### src/rtl/wavelet_sample_loader.sv
// Captures pad samples on a synchronized strobe rising edge into a small circular FIFO
// feeding the wavelet core, with a sticky overflow flag and an accepted-sample counter.
module wavelet_sample_loader #(
    parameter int DATA_W = 8,
    parameter int DEPTH  = 4
) (
    input  logic                     wb_clk_i,
    input  logic                     rst_n,
    input  logic                     active,
    input  logic [DATA_W-1:0]        ext_data,
    input  logic                     ext_strobe,
    input  logic                     clear_ovf,
    output logic [DATA_W-1:0]        sample_o,
    output logic                     sample_valid_o,
    input  logic                     sample_ready_i,
    output logic                     ovf_o,
    output logic [$clog2(DEPTH):0]   level_o,
    output logic [15:0]              sample_cnt_o
);

    localparam int PTR_W = $clog2(DEPTH);
    localparam int LVL_W = PTR_W + 1;
    localparam logic [LVL_W-1:0] FULL_LVL = LVL_W'(DEPTH);

    if (DEPTH < 2 || (DEPTH & (DEPTH - 1)) != 0) begin : g_bad_depth
        $error("DEPTH must be a power of 2 and at least 2");
    end

    // sync_reg[0..1] form the synchronizer, sync_reg[2] is the edge-detect history
    logic [2:0]        sync_reg;
    logic [PTR_W-1:0]  wr_ptr_reg;
    logic [PTR_W-1:0]  rd_ptr_reg;
    logic [LVL_W-1:0]  level_reg;
    logic              ovf_reg;
    logic [15:0]       sample_cnt_reg;
    logic [DATA_W-1:0] mem [DEPTH];

    logic push_req;
    logic push;
    logic pop;
    logic full;
    logic accept;
    logic overflow;

    assign push_req = sync_reg[1] & ~sync_reg[2];
    assign push     = push_req & active;
    assign full     = (level_reg == FULL_LVL);
    assign pop      = sample_valid_o & sample_ready_i;
    // A push into a full FIFO still fits when the head leaves in the same cycle
    assign accept   = push & (~full | pop);
    assign overflow = push & full & ~pop;

    assign sample_valid_o = active & (level_reg != '0);
    assign sample_o       = mem[rd_ptr_reg];
    assign level_o        = level_reg;
    assign ovf_o          = ovf_reg;
    assign sample_cnt_o   = sample_cnt_reg;

    always_ff @(posedge wb_clk_i) begin
        if (!rst_n) begin
            sync_reg <= '0;
        end else begin
            sync_reg <= {sync_reg[1:0], ext_strobe};
        end
    end

    always_ff @(posedge wb_clk_i) begin
        if (accept) begin
            mem[wr_ptr_reg] <= ext_data;
        end
    end

    always_ff @(posedge wb_clk_i) begin
        if (!rst_n) begin
            wr_ptr_reg     <= '0;
            rd_ptr_reg     <= '0;
            level_reg      <= '0;
            ovf_reg        <= 1'b0;
            sample_cnt_reg <= '0;
        end else if (!active) begin
            wr_ptr_reg <= '0;
            rd_ptr_reg <= '0;
            level_reg  <= '0;
            if (clear_ovf) begin
                ovf_reg <= 1'b0;
            end
        end else begin
            if (accept) begin
                wr_ptr_reg     <= wr_ptr_reg + PTR_W'(1);
                sample_cnt_reg <= sample_cnt_reg + 16'd1;
            end
            if (pop) begin
                rd_ptr_reg <= rd_ptr_reg + PTR_W'(1);
            end
            case ({accept, pop})
                2'b10:   level_reg <= level_reg + LVL_W'(1);
                2'b01:   level_reg <= level_reg - LVL_W'(1);
                default: level_reg <= level_reg;
            endcase
            if (overflow) begin
                ovf_reg <= 1'b1;
            end else if (clear_ovf) begin
                ovf_reg <= 1'b0;
            end
        end
    end

endmodule
### config.mk
export PLATFORM = sky130hd
export DESIGN_NAME = wavelet_sample_loader
export DESIGN_NICKNAME = d
export VERILOG_FILES = /design/src/rtl/wavelet_sample_loader.sv
export SDC_FILE = /design/constraint.sdc
export NUM_CORES = 1
export LEC_CHECK = 0
export CORE_UTILIZATION = 40
export DETAILED_ROUTE_END_ITERATION = 8
export HOLD_SLACK_MARGIN = 0.06
export PLACE_DENSITY_LB_ADDON = 0.12
export SYNTH_ARGS = -nofsm -noshare
export SYNTH_HDL_FRONTEND = slang
export SYNTH_SLANG_ARGS = --single-unit
### constraint.sdc
create_clock -name wb_clk_i -period 2.1 [get_ports wb_clk_i]
set_input_delay 0.21 -clock wb_clk_i [delete_from_list [all_inputs] [get_ports wb_clk_i]]
set_output_delay 0.21 -clock wb_clk_i [all_outputs]
set_load 0.01 [all_outputs]
## Word level (Yosys, flattened, before mapping)

Memory sizes are Yosys's and may differ from the RTL's. A register that Yosys moved wholly into a read port is not among the register bits.
Index checks and enable logic that the tools add are counted.

- Bitwise logic cells: 11
- Equal/unequal tests: 3
- Reductions and logical operators: 4
- Mux-type cells: 8
- $add $sub $neg: 5

Operators with widths:

| cell | number |
|---|---|
| $add A16 B1 Y16 const B | 1 |
| $and A1 B1 Y1 | 7 |
| $pmux W3 S2 | 1 |
| $mux W1 | 5 |
| $add A2 B1 Y2 const B | 2 |
| $mux W2 | 2 |
| $reduce_and A2 Y1 | 2 |
| $add A3 B1 Y3 const B | 1 |
| $eq A3 B3 Y1 const B | 1 |
| $not A1 Y1 | 3 |
| $reduce_bool A3 Y1 | 1 |
| $sub A3 B1 Y3 const B | 1 |
| $eq A2 B1 Y1 const B | 1 |
| $eq A2 B2 Y1 const B | 1 |
| $reduce_bool A2 Y1 | 1 |
| $or A1 B1 Y1 | 1 |

- Input bits: 14
- Word-level logic and storage cells: 38
- Memories: 1
- Memory bits (writable): 32
- Output and inout port bits: 29
- Register bits: 27

Memory list:

| name | words | bits a word | rd ports | clocked after memory_dff | wr ports | RTL line | source |
|---|---|---|---|---|---|---|---|
| mem | 4 | 8 | 1 | 1 | 1 | 36 | `logic [DATA_W-1:0] mem [DEPTH];` |

## Depth between registers and ports, before layout

- Word-level depth: 7
- Mapped depth: 8
- Mapped depth without buffers: 7

## Worst setup path after synthesis

OpenSTA, ideal clock, no wires.

- Path kind: register to register
- Start: reg level_reg[0], in the netlist level_o[0]
- End: reg level_reg[2], in the netlist level_o[2]
- Path buffers: 1
- Setup time: 0.124 ns
- Required time: 1.976 ns
- Data arrival time: 1.886 ns
- Cell stages (with the launch flop): 9
- Period minus slack after synthesis: 2.011 ns
- Setup slack: 0.089 ns
- Path through: dfxtp_1 buf_2 o311a_1 nand2_1 fa_1 nor4b_1 a21oi_1 a21oi_1 a21oi_1

- Longest elaborated chain between the ends: 7
- Elaborated cells between the ends (all ways): 13
- Classes of those cells: 2 x add/sub; 3 x eq/ne; 1 x mux; 5 x bitwise; 2 x reduce/logical

Ends and longest elaborated chain:

| what | RTL line | source |
|---|---|---|
| from (decl) | 33 | `logic [LVL_W-1:0] level_reg;` |
| from (signal assigned) | 96 | `2'b10: level_reg <= level_reg + LVL_W'(1);` |
| from (signal assigned) | 97 | `2'b01: level_reg <= level_reg - LVL_W'(1);` |
| from (signal assigned) | 98 | `default: level_reg <= level_reg;` |
| $reduce_bool A3 Y1 | 53 | `assign sample_valid_o = active & (level_reg != '0);` |
| $and A1 B1 Y1 | 53 |  |
| $and A1 B1 Y1 | 48 | `assign pop = sample_valid_o & sample_ready_i;` |
| $or A1 B1 Y1 | 50 | `assign accept = push & (~full \| pop);` |
| $and A1 B1 Y1 | 50 |  |
| $eq A2 B1 Y1 / $eq A2 B2 Y1 (equally long branches) | 95 | `case ({accept, pop})` |
| $pmux W3 S2 / $reduce_bool A2 Y1 (equally long branches) | n/a |  |

Parallel ways exist; a longest one is shown, timed or not.
A chain may end at the register's enable or synchronous reset.

==> summary.md <==
| Metric | Value |
|---|---|
| Synth Flop Type | edfxtp_1 |
| Min Hold Slack | roughly 0.44 ns |
| Synth Instances | approximately 200 |
| Clock sink count | 61 |
| Seq pwr share | approximately 52% |
| Vias in the first global route | roughly 1700 |
| H-tree levels | 3 |
| Most flop-heavy register | mem |
| CP required | approximately 1.9 ns |
| Post-Place Cells | 332 |
| Hold Startpoint | sync_reg[0] |
| Peak supply drop | roughly 0.37 mV |
| Final period utilization | 96.0% |
| Die H | 82.9 um |
| Area of the mapped netlist | 0.00262 sq mm |
| DP Area | roughly 0.0032 sq mm |
| Clock Tree Root | clkbuf_8 |
| Final hold viol count | 0 |
| Largest net degree at the start of global routing | 15 |
| Layout Skew | 0.00921 ns |
| Fmax | 0.496 GHz |
| Sw frac | ~23% |
| Die width | ~83 um |
| TritonRoute pass-1 iters | 4 |
| Number of I/O port buffers | 42 |
| Status | complete, no violations |
| Max reg flops | 32 |
| Final critical-path required period | ~2.0 ns |
| Maximum root-to-sink buffer count | 2 |
| Setup slack, reg-to-reg | between 0.1 and 0.15 ns |
| Clock transition at the registers of the reported paths | 0.08 ns |
| Post-synth top area share | a little under two fifths |
| Crit end category | output pin |
| Synth cell types | 47 |
| Worst-path cell chain | buf_6 > mux4_2 > clkdlybuf4s50_1 |
| Clk_lat worst skew | ~0.34 ns |
| Clock power share | between 40% and 50% |
| Max-cap viol count | 0 |
| Post-Route WL | slightly above 5000 um |
| Worst hold endpoint | sync_reg[1] |
| Post-synthesis area per instance | roughly 13 sq um |
| WL per Instance | between 10 and 15 um |
| Die Footprint | around 0.0069 sq mm |
| Initial Util | 41.3% |
| Area growth from synthesis to final layout | 32.6% |
| Internal power | between 1500 and 2000 uW |
| Worst reg-to-reg path cell count | 7 |
| CP startpoint kind | register |
| Post-synth EDFFs | 32 |
| Largest area contributor in the netlist | edfxtp_1 |
| Worst hold path class | register to register |
| Ranking of synthesized cells by area | edfxtp_1 (37%), dfxtp_1 (22%), mux4_2 (6.9%) |
| Syn_nets | between 200 and 250 |
| Critical Path Fanout Max | 8 |
| Placer Congestion | 0.825 |
| Max-slew violations | 0 |
| Count of boundary I/O pins | 43 |
| Hold path depth | 1 |
| Worst Tran Pin Value | ~0.55 ns |
| Initial antenna violation count | 0 |
| Register area share after synthesis | about three fifths |
| First-pass GRT wire length | ~8400 um |
| 1st-iter DRT viols | 55 |
| Cts bufs inserted | 9 |
| CTS tree | built |
| Slew HR | between 60 and 70% |
| CP max stage delay | ~0.5 ns |
| Nets@finish | approximately 300 |
| Cell area power density | between 600 and 700 mW/mm^2 |
| FFs w/ async S/R, synth | 0% |
| Ys Warns | 0 |
| Via-to-Cell Ratio | 5.23 |
| Routed Antenna Nets | 0 |
| Fin Setup TNS | 0 ns |
| DRC violations left | 0 |
| Antenna fix cells | 0 |
| GR Util All Layers | 15.9% |
| HPWL after DPL | ~3500 um |
| Pleak | about 0.0012 uW |
| Synth Register Bits | 61 |
| Design area | 0.00347 sq mm |
| Reg2reg end | level_o[2] |
| GR Overflow Total | 0 |
| Worst path slowest cell | mux4_2 |
| WS Path Type | register to output pin |
| Setup repair after global routing missed its margin | false |
| Worst r2r src | level_o[2] |
| Via Count | between 1500 and 2000 |
| Net switching power of the design | ~550 uW |
| Core area | 0.00635 sq mm |
| Endpoints failing setup | 0 |
| Combinational fraction of design power | ~3.8% |
| Crit path DAT | 1.81 ns |
| Share of layout cells above drive strength 1 | approximately 20% |
| Row Count | 29 |
| Finished Layout Cells | 354 |
-- layer usage --
layer | track usage, % | vias to the layer above | wire (um)
met4 | 9.56 | 0 | 137
met3 | 3.78 | 14 | 197
met5 | 0 | - | 0
li1 | - | 908 | -
met2 | 24.1 | 40 | 2410
met1 | 20.7 | 891 | 2390
-- final cells by class --
class | instances | area (sq um)
Fill cell | 538 | 2880
Sequential cell | 61 | 1540
Multi-Input combinational cell | 126 | 986
Timing Repair Buffer | 67 | 619
Clock buffer | 9 | 124
Tap cell | 77 | 96.3
Clock inverter | 7 | 81.3
Inverter | 7 | 26.3
-- worst max-delay path by stage --
stage,endpoint,slack (ns),depth (start not counted)
after detailed placement,level_o[2],-0.10,8
after global placement,level_o[2],-0.03,8
final,sample_o[1],0.08,3
after CTS,sample_o[7],0.009,3
after floorplan,level_o[2],0.09,8
after global routing,level_o[2],0.0005,7
-- metrics by stage --
stage	worst slack (ns)	total power, uW	utilization [%]
after floorplan	0.0891	1330	-
after global placement	-0.0333	1390	50.6
after detailed placement	-0.100	1390	50.6
after CTS	0.00858	2450	53.9
after global routing	0.000514	2520	54.7
final	0.0849	2420	54.7
-- timing repair --
item	CTS	global route
setup buffers	0	6
setup endpoints to repair	8	6
hold buffers	0	0
gates cloned	0	0
gates resized for setup	3	4
-- cell usage in the layout (no fill, tap or decap), types with 2 or more instances in the layout --
master / instances
nand3_1: 7
clkinv_4: 2
edfxtp_1: 32
o31ai_1: 5
nor4_1: 4
dlymetal6s2s_1: 4
or4_1: 4
a21oi_1: 11
o31a_2: 2
nor2_1: 12
ha_1: 5
mux4_2: 8
nand4_1: 5
clkbuf_8: 9
clkdlybuf4s50_1: 36
dlygate4sd2_1: 2
buf_4: 24
nand2b_1: 2
or3_1: 2
inv_6: 3
nand2_1: 12
o21bai_1: 2
o21a_1: 2
and2_1: 8
a211oi_1: 2
xnor2_1: 5
dfxtp_1: 29
and3_1: 5
inv_1: 7
xor2_1: 5
-- cell families (layout without fill, tap and decap cells) --
group	count (synthesis)	in the layout	synth area share (%)
simple gates	70	70	15.4
flops	61	61	58.8
compound gates	31	31	8.45
buf+inv	17	90	3.53
xor+xnor	10	10	3.34
mux	9	9	7.26
fa+ha+maj	6	6	3.15
-- synth_stat cells, drive strengths merged, types with 2 or more instances --
cell type / number
edfxtp: 32
nand3: 8
nand4: 6
or3: 2
xnor2: 5
ha: 5
and2: 8
o31a: 2
buf: 6
a211oi: 2
xor2: 5
o21bai: 2
a21oi: 11
and3: 5
nor2: 12
clkbuf: 3
nand2: 12
inv: 7
or4: 5
dfxtp: 29
o21a: 2
nor4: 4
mux4: 8
o31ai: 5
nand2b: 2
-- power groups by stage --
stage / combinational [uW] / clock (uW) / sequential [uW]
2_1_floorplan: 38.5 / 0 / 1290
3_3_place_gp: 93.8 / 0 / 1290
3_5_place_dp: 93.9 / 0 / 1290
4_1_cts: 93.7 / 1100 / 1260
5_1_grt: 102 / 1150 / 1260
6_report: 92.6 / 1070 / 1260
-- worst max-delay path: cells and delay by family, from the launching register on --
| family | cells | cell delay (ns) |
|---|---|---|
| multiplexers | 1 | 0.50 |
| buffers and inverters | 2 | 0.63 |
| flip-flops | 1 | 0.34 |
(Power assumes the default switching activity.)
==> edit: new RTL, same settings <==
Set the parameter `DEPTH` to 8 (it was 4).
--- a/src/rtl/wavelet_sample_loader.sv
+++ b/src/rtl/wavelet_sample_loader.sv
@@ -2,7 +2,7 @@
 // feeding the wavelet core, with a sticky overflow flag and an accepted-sample counter.
 module wavelet_sample_loader #(
     parameter int DATA_W = 8,
-    parameter int DEPTH  = 4
+    parameter int DEPTH  = 8
 ) (
     input  logic                     wb_clk_i,
     input  logic                     rst_n,
Interface: changed (resized level_o); port bits go from 43 to 44. The function was not compared with the original's and may differ.
==> edit against the original RTL <==
  * Synthesized area rose by 54%
  * Sequential power rose by 62%
  * Critical path depth rose by 2
  * Setup slack got worse by 0.066 ns
  * Largest cell class unchanged
  * Cell area rose by 46%
  * Critical path type unchanged
  * Cell count rose by 39%
  * Total power rose by 34%
  * Count of clock-buffer cells in the layout rose by 1
  * Wire length rose by 55%
  * Critical endpoint is now sample_o[0]
  * Sequential cell count rose by 36
==> edit: results <==
metrics = {
    "final_layout": {
        "final_area_mm2": 0.00507,
        "nNonClkInverters": 4,
        "signal_buffers": 77,
        "multi_input_area_share": 0.275,
        "clock_area_frac": 0.0348,
        "num-multi-input-gates": 165,
        "largest_reg_flops": 64,
        "sh_seq_area": 0.510,
        "fin_nets": 372,
        "nonClkBufAreaFrac": 0.145,
        "clkbuf_count": 10,
        "fillCellCount": 859,
    },
    "worst_hold_path": {
        "worstHoldPathCells": 2,
        "min_to": "sync_reg[0]",
        "min_from": "ext_strobe",
        "hp-class": "in -> reg",
    },
    "logic_synthesis": {
        "synth_edf_count": 64,
        "netlist_top_cells_area": "edfxtp_1, dfxtp_1, mux4_2",
        "ys.warnings.count": 0,
        "syn_nets": 297,
        "seq_area_frac_synth": 0.641,
        "syn-instance-count": 279,
        "synth_cell_types": 51,
        "synth-seq-cells": 97,
        "ys_top_cells_by_count": "edfxtp_1, dfxtp_1, nand2_1",
    },
    "sta": {
        "hold_slack_ns": 0.434,
        "tightest_slew_ns": 0.438,
        "max_clock_freq_mhz": 481,
        "fin_skew_ns": 0.0107,
    },
    "grt": {
        "grt_util_all_layers": 0.167,
        "grt_max_degree": 18,
        "grt_pass1_wl_mm": 12.8,
        "gr-usage-met2": 0.274,
        "use_met3": 0.0287,
        "met1_usage": 0.220,
    },
    "placement": {
        "gp_congestion": 0.818,
        "post-place-ws_ns": 0.00952,
        "place_inst": 471,
        "placed_area_mm2": 0.00481,
        "hpwl_mm": 5.18,
        "port-buffer-count": 43,
    },
    "power_and_ir_drop": {
        "seq-power_mw": 2.04,
        "ir_drop_mv": 0.288,
        "swShare": 0.221,
        "intPower_mw": 2.53,
        "p_comb_uw": 108,
        "cellLeakagePower_nw": 1.68,
    },
    "worst_setup_path": {
        "r2r_cells": 9,
        "critPathCapture": "sample_o[0]",
        "path_max_fanout": 7,
        "cp.arrival_ns": 1.87,
        "r2r_slack_ns": 0.15,
    },
    "clocking": {
        "post_cts_buffers": 6,
        "clkLatencyLatePin_ns": 0.36,
        "cts_resized": 46,
    },
    "route": {
        "via_per_inst": 5.11,
        "drt_iter0_markers": 45,
        "wire_per_inst_um": 16.1,
    },
    "floorplan": {
        "rows": 36,
    },
    "outcome": {
        "status": "finished clean",
    },
}
edit: cell types whose count changed in the layout (fill, tap and decap cells not counted), moves of 4 or more:
cell	unedited run	this run
edfxtp_1	32	64
mux4_2	8	16
o21ai_0	0	8
buf_6	1	8
nand2_1	12	18
a21oi_1	11	16
mux2_4	0	5
or3_1	2	7
buf_12	0	4
dlymetal6s2s_1	4	0
inv_1	7	3
edit: metal layers:
layer,up-vias,wire (um)
met3,4,313
met1,1218,3640
met5,-,0
li1,1240,-
met4,0,51
met2,51,3940
edit: logic make-up after synthesis:
group                    count (synthesis)  synth area share
AO/OA/AOI/OAI                           45            0.0774
XOR/XNOR                                 9            0.0196
adder cells (fa/ha/maj)                  4            0.0124
buffers and inverters                   17            0.0214
flip-flops                              97             0.641
multiplexers                            26             0.117
AND/OR/NAND/NOR                         81             0.111
edit: worst max-delay path, delay by kind of cell, from the launching register on:
kind	cells	cell delay, ns
flip-flops	1	0.38
buffers and inverters	3	0.37
multiplexers	2	0.77
